## src/rtl/tx_port_writer.sv

```systemverilog
// tx_port_writer: splits one scatter-gather buffer into a sequence of PCIe
// write requests. Each request is limited by the remaining length, the
// max payload size and the next 4KB boundary, and is only issued once the
// outgoing data FIFO holds enough words for it. Exactly one request is in
// flight at a time; the buffer is closed with a BUF_DONE pulse.
module tx_port_writer #(
  parameter int C_AVAIL_WIDTH = 16
) (
  input  logic                     CLK,
  input  logic                     RST,
  input  logic [2:0]               CONFIG_MAX_PAYLOAD_SIZE,
  input  logic                     BUF_VALID,
  input  logic [63:0]              BUF_ADDR,
  input  logic [31:0]              BUF_LEN,
  output logic                     BUF_ACK,
  input  logic [C_AVAIL_WIDTH-1:0] DATA_AVAIL,
  input  logic                     ABORT,
  output logic                     TX_REQ,
  input  logic                     TX_REQ_ACK,
  output logic [63:0]              TX_ADDR,
  output logic [9:0]               TX_LEN,
  input  logic                     TX_SENT,
  output logic                     BUF_DONE,
  output logic [31:0]              BUF_DONE_LEN,
  output logic                     IDLE
);

  typedef enum logic [2:0] {
    ST_IDLE,
    ST_CALC,
    ST_REQ,
    ST_WAIT,
    ST_DONE
  } state_t;

  state_t      state_reg, state_next;
  logic [63:0] addr_reg, addr_next;
  logic [31:0] remain_reg, remain_next;
  logic [31:0] done_len_reg, done_len_next;
  logic [9:0]  len_reg, len_next;
  logic        abort_reg, abort_next;
  logic        tx_req_reg, tx_req_next;
  logic [63:0] tx_addr_reg, tx_addr_next;
  logic [9:0]  tx_len_reg, tx_len_next;
  logic        buf_ack_reg, buf_ack_next;
  logic        buf_done_reg, buf_done_next;
  logic [31:0] buf_done_len_reg, buf_done_len_next;
  logic        idle_reg, idle_next;

  logic [31:0] mps_words;
  logic [12:0] bnd_bytes;
  logic [31:0] bnd_words;
  logic [31:0] min_rem_mps;
  logic [31:0] calc_len;
  logic [63:0] avail_ext;
  logic        avail_ok;

  // Request sizing: min(remaining, MPS, words left before the 4KB boundary).
  always_comb begin
    case (CONFIG_MAX_PAYLOAD_SIZE)
      3'b000:  mps_words = 32'd32;
      3'b001:  mps_words = 32'd64;
      3'b010:  mps_words = 32'd128;
      default: mps_words = 32'd256;
    endcase
    // An aligned address yields 4096 bytes, i.e. 1024 words, never limiting.
    bnd_bytes   = 13'd4096 - {1'b0, addr_reg[11:0]};
    bnd_words   = {21'd0, bnd_bytes[12:2]};
    min_rem_mps = (remain_reg < mps_words) ? remain_reg : mps_words;
    calc_len    = (min_rem_mps < bnd_words) ? min_rem_mps : bnd_words;
    avail_ext   = 64'(DATA_AVAIL);
    avail_ok    = (avail_ext >= {32'd0, calc_len});
  end

  // Next-state and next-output logic; every output is a registered value.
  always_comb begin
    state_next        = state_reg;
    addr_next         = addr_reg;
    remain_next       = remain_reg;
    done_len_next     = done_len_reg;
    len_next          = len_reg;
    abort_next        = abort_reg;
    tx_req_next       = tx_req_reg;
    tx_addr_next      = tx_addr_reg;
    tx_len_next       = tx_len_reg;
    buf_ack_next      = 1'b0;
    buf_done_next     = 1'b0;
    buf_done_len_next = buf_done_len_reg;

    case (state_reg)
      ST_IDLE: begin
        if (BUF_VALID) begin
          addr_next     = {BUF_ADDR[63:2], 2'b00};
          remain_next   = BUF_LEN;
          done_len_next = 32'd0;
          abort_next    = 1'b0;
          buf_ack_next  = 1'b1;
          state_next    = (BUF_LEN == 32'd0) ? ST_DONE : ST_CALC;
        end
      end
      ST_CALC: begin
        if (ABORT) begin
          state_next = ST_DONE;
        end else if (avail_ok) begin
          len_next     = calc_len[9:0];
          tx_req_next  = 1'b1;
          tx_addr_next = addr_reg;
          tx_len_next  = calc_len[9:0];
          state_next   = ST_REQ;
        end
      end
      ST_REQ: begin
        // A posted request is never withdrawn; an abort only takes effect later.
        if (ABORT) begin
          abort_next = 1'b1;
        end
        if (TX_REQ_ACK) begin
          tx_req_next = 1'b0;
          state_next  = ST_WAIT;
        end
      end
      ST_WAIT: begin
        if (ABORT) begin
          abort_next = 1'b1;
        end
        if (TX_SENT) begin
          addr_next     = addr_reg + {52'd0, len_reg, 2'b00};
          remain_next   = remain_reg - {22'd0, len_reg};
          done_len_next = done_len_reg + {22'd0, len_reg};
          if ((remain_reg == {22'd0, len_reg}) || abort_reg || ABORT) begin
            state_next = ST_DONE;
          end else begin
            state_next = ST_CALC;
          end
        end
      end
      ST_DONE: begin
        abort_next = 1'b0;
        state_next = ST_IDLE;
      end
      default: begin
        state_next = ST_IDLE;
      end
    endcase

    if (state_next == ST_DONE) begin
      buf_done_next     = 1'b1;
      buf_done_len_next = done_len_next;
    end
    idle_next = (state_next == ST_IDLE);
  end

  // State and output registers with synchronous reset.
  always_ff @(posedge CLK) begin
    if (RST) begin
      state_reg        <= ST_IDLE;
      addr_reg         <= 64'd0;
      remain_reg       <= 32'd0;
      done_len_reg     <= 32'd0;
      len_reg          <= 10'd0;
      abort_reg        <= 1'b0;
      tx_req_reg       <= 1'b0;
      tx_addr_reg      <= 64'd0;
      tx_len_reg       <= 10'd0;
      buf_ack_reg      <= 1'b0;
      buf_done_reg     <= 1'b0;
      buf_done_len_reg <= 32'd0;
      idle_reg         <= 1'b1;
    end else begin
      state_reg        <= state_next;
      addr_reg         <= addr_next;
      remain_reg       <= remain_next;
      done_len_reg     <= done_len_next;
      len_reg          <= len_next;
      abort_reg        <= abort_next;
      tx_req_reg       <= tx_req_next;
      tx_addr_reg      <= tx_addr_next;
      tx_len_reg       <= tx_len_next;
      buf_ack_reg      <= buf_ack_next;
      buf_done_reg     <= buf_done_next;
      buf_done_len_reg <= buf_done_len_next;
      idle_reg         <= idle_next;
    end
  end

  assign BUF_ACK      = buf_ack_reg;
  assign TX_REQ       = tx_req_reg;
  assign TX_ADDR      = tx_addr_reg;
  assign TX_LEN       = tx_len_reg;
  assign BUF_DONE     = buf_done_reg;
  assign BUF_DONE_LEN = buf_done_len_reg;
  assign IDLE         = idle_reg;

endmodule

```

## config.mk

```make
export PLATFORM = sky130hd
export DESIGN_NAME = tx_port_writer
export DESIGN_NICKNAME = d
export VERILOG_FILES = /design/src/rtl/tx_port_writer.sv
export SDC_FILE = /design/constraint.sdc
export NUM_CORES = 1
export LEC_CHECK = 0
export BUFFER_PORTS_ARGS = -buffer_cell sky130_fd_sc_hd__buf_2
export CORE_MARGIN = 10
export CORE_UTILIZATION = 55
export CTS_BUF_LIST = sky130_fd_sc_hd__clkbuf_4
export DETAILED_ROUTE_END_ITERATION = 16
export PLACE_DENSITY = 0.78
export SYNTH_ARGS = -nofsm -noshare
export SYNTH_HDL_FRONTEND = slang
export SYNTH_SLANG_ARGS = --single-unit
```

## constraint.sdc

```tcl
create_clock -name CLK -period 10.2 [get_ports CLK]
set_input_delay 2.04 -clock CLK [delete_from_list [all_inputs] [get_ports CLK]]
set_output_delay 2.04 -clock CLK [all_outputs]
set_load 0.005 [all_outputs]
```

Yosys cells after proc, flatten, opt, wreduce, memory -nomap -nowiden --
Index checks and enable logic that the tools add are counted.
Operators by class: div/mod/pow operators 0, reductions and logical operators 15, eq/ne operators 14, shift operators 0, magnitude comparators 3, multiplexer cells 29, multiply operators 0, $add $sub $neg 4, bitwise gates (word level) 2
Operators with widths (count):
- 32-bit 2-to-1 mux | 6
- 64-bit 2-to-1 mux | 2
- 32-bit case mux with 2 select lines | 2
- 64-bit case mux with 2 select lines | 1
- 64-bit by 12-bit adder with 64-bit output | 1
- 32-bit by 10-bit adder with 32-bit output | 1
- 32-bit by 10-bit == test with 1-bit output | 1
- 16-bit by 32-bit greater-or-equal comparator with 1-bit output | 1
- 32-bit logical NOT | 1
- 32-bit by 11-bit less-than comparator with 1-bit output | 1
- 32-bit less-than comparator | 1
- 32-bit by 10-bit subtractor with 32-bit output | 1
- 9-bit case mux with 3 select lines | 1
- 3-bit 2-to-1 mux | 7
- 13-bit by 12-bit subtractor with 13-bit output (first input constant) | 1
- 3-bit case mux with 4 select lines | 1
- 2-bit inequality test (second input constant) | 5
- 3-bit by 2-bit == test with 1-bit output (second input constant) | 3
- 3-bit logical NOT | 3
- 3-bit AND reduction | 3
- 1-bit 2-to-1 mux | 7
- 3-bit by 1-bit == test with 1-bit output (second input constant) | 2
- 3-bit == test (second input constant) | 2
- 4-bit AND reduction | 1
- other kinds (8) | 12
Storage, ports and cells: flip-flop bits (word level) 242, latch bits 0, memory bits (writable) 0, bits of input ports 121, bits in read-only memories 0, memories 0

Depth between registers and ports, before layout --
depth in word-level cells 12, depth in mapped cells 29

Worst setup path before layout --
Ideal clock, no wire load.
kind input port to flip-flop, start input CONFIG_MAX_PAYLOAD_SIZE[1], end register tx_addr_reg[37], in the netlist TX_ADDR[37], path buffers 6, cell stages on the path 26, arrival 6.700 ns, data required time 10.072 ns, setup time 0.128 ns, setup slack 3.372 ns, cell sequence a21oi_1 ha_1 or4_1 a21oi_1 and4b_1 buf_4 buf_4 o21ai_0 ha_1 a22o_1 nor4_1 nand4_1 o221ai_4 buf_6 a21oi_1 ha_1 a211oi_1 o21bai_1 a2111o_1 a221o_1 buf_2 nand2_2 buf_6 buf_6 mux2i_1 nor2_1
Between the ends: longest elaborated chain between the ends 8
Ends and longest elaborated chain:
- start, declared | line 11 | input logic [2:0] CONFIG_MAX_PAYLOAD_SIZE,
- 3-bit by 2-bit == test with 1-bit output, or another cell as far along | line 60 | case (CONFIG_MAX_PAYLOAD_SIZE)
- 9-bit case mux with 3 select lines * | line 60
- 32-bit less-than comparator | line 69 | min_rem_mps = (remain_reg < mps_words) ? remain_reg : mps_words;
- 32-bit 2-to-1 mux * | line 69
- 32-bit by 11-bit less-than comparator with 1-bit output | line 70 | calc_len = (min_rem_mps < bnd_words) ? min_rem_mps : bnd_words;
- 32-bit 2-to-1 mux * | line 70
- 16-bit by 32-bit greater-or-equal comparator with 1-bit output * | line 72 | avail_ok = (avail_ext >= {32'd0, calc_len});
- 3-bit AND reduction (no source line) *
- end signal, assigned | line 177 | tx_addr_reg <= tx_addr_next;
- end, declared | line 43 | logic [63:0] tx_addr_reg, tx_addr_next;
Mark *: on every way between the ends. The rest lies on a longest branch, timed or not. A chain may end at the register's enable or synchronous reset.

Worst setup path in the final report --
start input CONFIG_MAX_PAYLOAD_SIZE[1], end register tx_addr_reg[17], in the netlist TX_ADDR[17]
The elaborated chain is that of the path after synthesis.

==> results.rst <==
.. list-table::
   :header-rows: 1

   * - Metric
     - Value
   * - Register clock-pin slew on the reported worst setup and hold paths
     - 70 ps
   * - Area of the multi-input gates
     - 8330 sq um
   * - Final weighted congestion in routability-driven placement
     - 0.960
   * - Global-route wire length before repair
     - 68.5 mm
   * - Crit Path Class
     - primary input to register
   * - Cells along the critical path
     - buf_2, a21oi_1, ha_1, or4_1, a21oi_1, and4b_1, o21ai_0, ha_1, a22o_1, nor4_1, nand4_1, o221ai_4, mux2i_1, ha_1, a211oi_1, and3_1, o21ai_0, a221o_1, nand2_4, mux2i_1, nor2_1
   * - Unrepaired setup endpoints after global routing
     - no
   * - Syn-to-layout area delta
     - 14.7%
   * - DRT Pass-1 Iters
     - 6
   * - Number of remaining DRC errors
     - 0
   * - Grt met1 use
     - 0.332
   * - Mean area per synthesized cell
     - 8.07 sq um
   * - # Post-CTS Setup Buffers
     - 0
   * - Clk_lat worst skew
     - 710 ps
   * - Number of placed instances with taps included
     - 2153
   * - CTS buffer count
     - 67
   * - Antenna violations before repair
     - 12
   * - Main flop type after synthesis
     - dfxtp_1
   * - Sort of element at the start of the critical path
     - primary input
   * - Number of synthesized flops with an enable pin
     - 0
   * - Fraction of post-synthesis cell area in the top cell type by area
     - 0.346
   * - Worst voltage drop across the vdd grid
     - 0.000105 V
   * - Tightest Pin Transition
     - 1200 ps
   * - Post-Synthesis Cell Area
     - 13800 sq um
   * - Aggregate routed wire length
     - 43.8 mm
   * - CTS HTree Levels
     - 3
   * - Outcome
     - finished clean
   * - Sum of negative setup slack
     - 0 ps
   * - Via count
     - 14200
   * - Setup violation total in the final timing report
     - 0
   * - Count of mapped cells out of synthesis
     - 1706
   * - Top cells by area in the synthesized netlist
     - dfxtp_1, mux2i_1, nor2_1, ha_1, a21oi_1
   * - Tot Pwr
     - 0.00241 W
   * - CP most frequent cell
     - ha_1
   * - Area occupied by registers
     - 4760 sq um
   * - HPWL after detailed placement
     - 30.2 mm
   * - Area of the core
     - 24500 sq um
   * - Post-route cell area
     - 15800 sq um
   * - CTS tree
     - done
   * - Relative slew margins
     - 0.197
   * - Layout cell share with drive strength beyond 1
     - 0.197
   * - Fin. max-slew vios
     - 0
   * - Global-route met2 utilization
     - 0.418
   * - Clock sink count
     - 238
   * - Post-route non-filler standard cell count
     - 2278
   * - Reg2reg setup slack
     - 3120 ps
   * - Commonest non-fill, non-tap cell in the layout
     - dfxtp_1
   * - Minimum clock period
     - 8090 ps
   * - Critical path data required time
     - 10680 ps
   * - Slowest cell on the critical path
     - nand2_4
   * - Root buffer selected by CTS
     - clkbuf_4
   * - Initial drt markers
     - 1260
   * - Global-route track usage on met3
     - 0.0721
   * - Max Fclk
     - 124 MHz
   * - Share of async-settable or async-resettable flops after synthesis
     - 0
   * - Max capacitance violation total
     - 0
   * - Lkg Pwr
     - 6.85 nW
   * - Top fanout value on the critical path
     - 66
   * - Kind of cell adding the most delay to the critical path
     - simple AND/OR/NAND/NOR gates
   * - Post-layout net count
     - 2082
   * - Post-placement cell area
     - 14900 sq um
   * - Number of global-route vias before repair
     - 13600
   * - Highest-count cells in the layout ignoring fill and taps
     - dfxtp_1, buf_2, nor2_1
   * - DIE WIDTH
     - 178 microns
   * - # fillers
     - 2181
   * - Arrival time at the worst endpoint
     - 8580 ps
   * - Number of instances resized during post-cts repair
     - 0
   * - Layer with the highest usage after global routing
     - met2
   * - Total global routing track utilization
     - 0.262
   * - Port buffer count
     - 226
   * - Max Buffers Root-to-Sink
     - 3
   * - Post-detailed-route wirelength per cell
     - 19.2 microns
   * - Post-cts hold buffer count
     - 0
   * - Tightest Hold Check Type
     - register to register
   * - Count of buffering cells on the critical path with inverters included
     - 1
   * - Clock tree skew after final layout
     - 68.5 ps
   * - Number of placement rows
     - 57
   * - Number of distinct library cells after synthesis
     - 93
   * - Delay of the slowest cell on the worst path
     - 870 ps
   * - Ports placed on the boundary
     - 231
   * - Post-route ant nets
     - 0
   * - Overflow left after global routing
     - 0
   * - Total number of yosys warnings
     - 0
   * - Pwr per Cell Area
     - 153 nW/um^2
   * - Vias per cell
     - 6.25
   * - DIE AREA
     - 31800 sq um
   * - Flop and latch count out of synthesis
     - 238
   * - Maximum number of pins on one net before global-route repair
     - 99
   * - Hold Fails Final Rpt
     - 0
   * - Final cycle utilization of the critical path
     - 0.793
   * - Cell type with the highest aggregate area in the netlist
     - dfxtp_1
   * - Effective utilization at floorplan
     - 0.563
   * - Overall die height
     - 178 microns
   * - Seq/Total Area, Yosys
     - 0.346
   * - Worst setup EP type
     - register
routing by layer:
| metal | up-vias | share of wire |
|---|---|---|
| met5 | - | 0.0011 |
| met4 | 8 | 0.025 |
| met3 | 97 | 0.11 |
| met2 | 649 | 0.45 |
| met1 | 6703 | 0.41 |
| li1 | 6781 | - |
logic make-up after synthesis:
logic type / count (synthesis) / share of synthesized area
compound gates: 480 / 0.229
fa+ha+maj: 64 / 0.0596
flops: 238 / 0.346
simple gates: 658 / 0.241
other cells: 2 / 0.000546
xor+xnor: 17 / 0.0108
buf+inv: 166 / 0.0532
mux: 81 / 0.0592
tightest hold or removal path, delay by kind of cell, from the launching register on:
kind	cells	cell delay, ps
AND/OR/NAND/NOR	1	50
flip-flops	1	310
AO/OA/AOI/OAI	1	50
Yosys cell counts, types with 9 or more instances:
cell	number
nor2b_1	11
a21o_1	14
nor2_1	204
nor3_1	64
ha_1	60
o21a_1	9
buf_2	18
a22oi_1	10
o22ai_1	13
dfxtp_1	238
a21oi_1	121
a31oi_1	38
a311oi_1	23
clkbuf_1	87
buf_4	9
or3_1	18
mux2i_1	78
nand3_1	48
o31ai_1	12
a211oi_1	48
xor2_1	9
nand2_1	122
and3_1	37
and2_1	13
or4_1	15
nand2b_1	11
nor4_1	43
nand4_1	23
inv_1	44
o211ai_1	10
o21ai_0	101
report_power, final:
part	leakage [nW]	internal, W	total (W)	switching (W)
clock network	0.511	0.000494	0.000928	0.000434
registers	1.94	0.000978	0.00104	0.0000599
logic	4.40	0.000173	0.000448	0.000275
total	6.85	0.00165	0.00241	0.000769
path summary, 6_finish.rpt:
check,start,depth (start not counted),end
worst min register to register,BUF_DONE_LEN[12],2,BUF_DONE_LEN[12]
worst max-delay path,CONFIG_MAX_PAYLOAD_SIZE[1],21,TX_ADDR[17]
worst max register to register,remain_reg[13],18,TX_ADDR[17]
worst min-delay path,BUF_DONE_LEN[12],2,BUF_DONE_LEN[12]
area by class of cell:
class / count / share of cell area
Antenna cell: 8 / 0.00127
Multi-Input combinational cell: 1309 / 0.528
Clock buffer: 91 / 0.0433
Clock inverter: 26 / 0.0124
Inverter: 44 / 0.0105
Timing Repair Buffer: 238 / 0.0777
Sequential cell: 238 / 0.302
Tap cell: 324 / 0.0257
through the flow:
step                       util  hold WS (ps)  setup WS (ps)
after CTS                 0.645           467           2250
final                     0.646           465           2110
after detailed placement  0.609           454           1600
after global routing      0.645           499           1800
after floorplan               -           451           3370
after global placement    0.609           445           1720
Power figures use the tool's default switching activity.
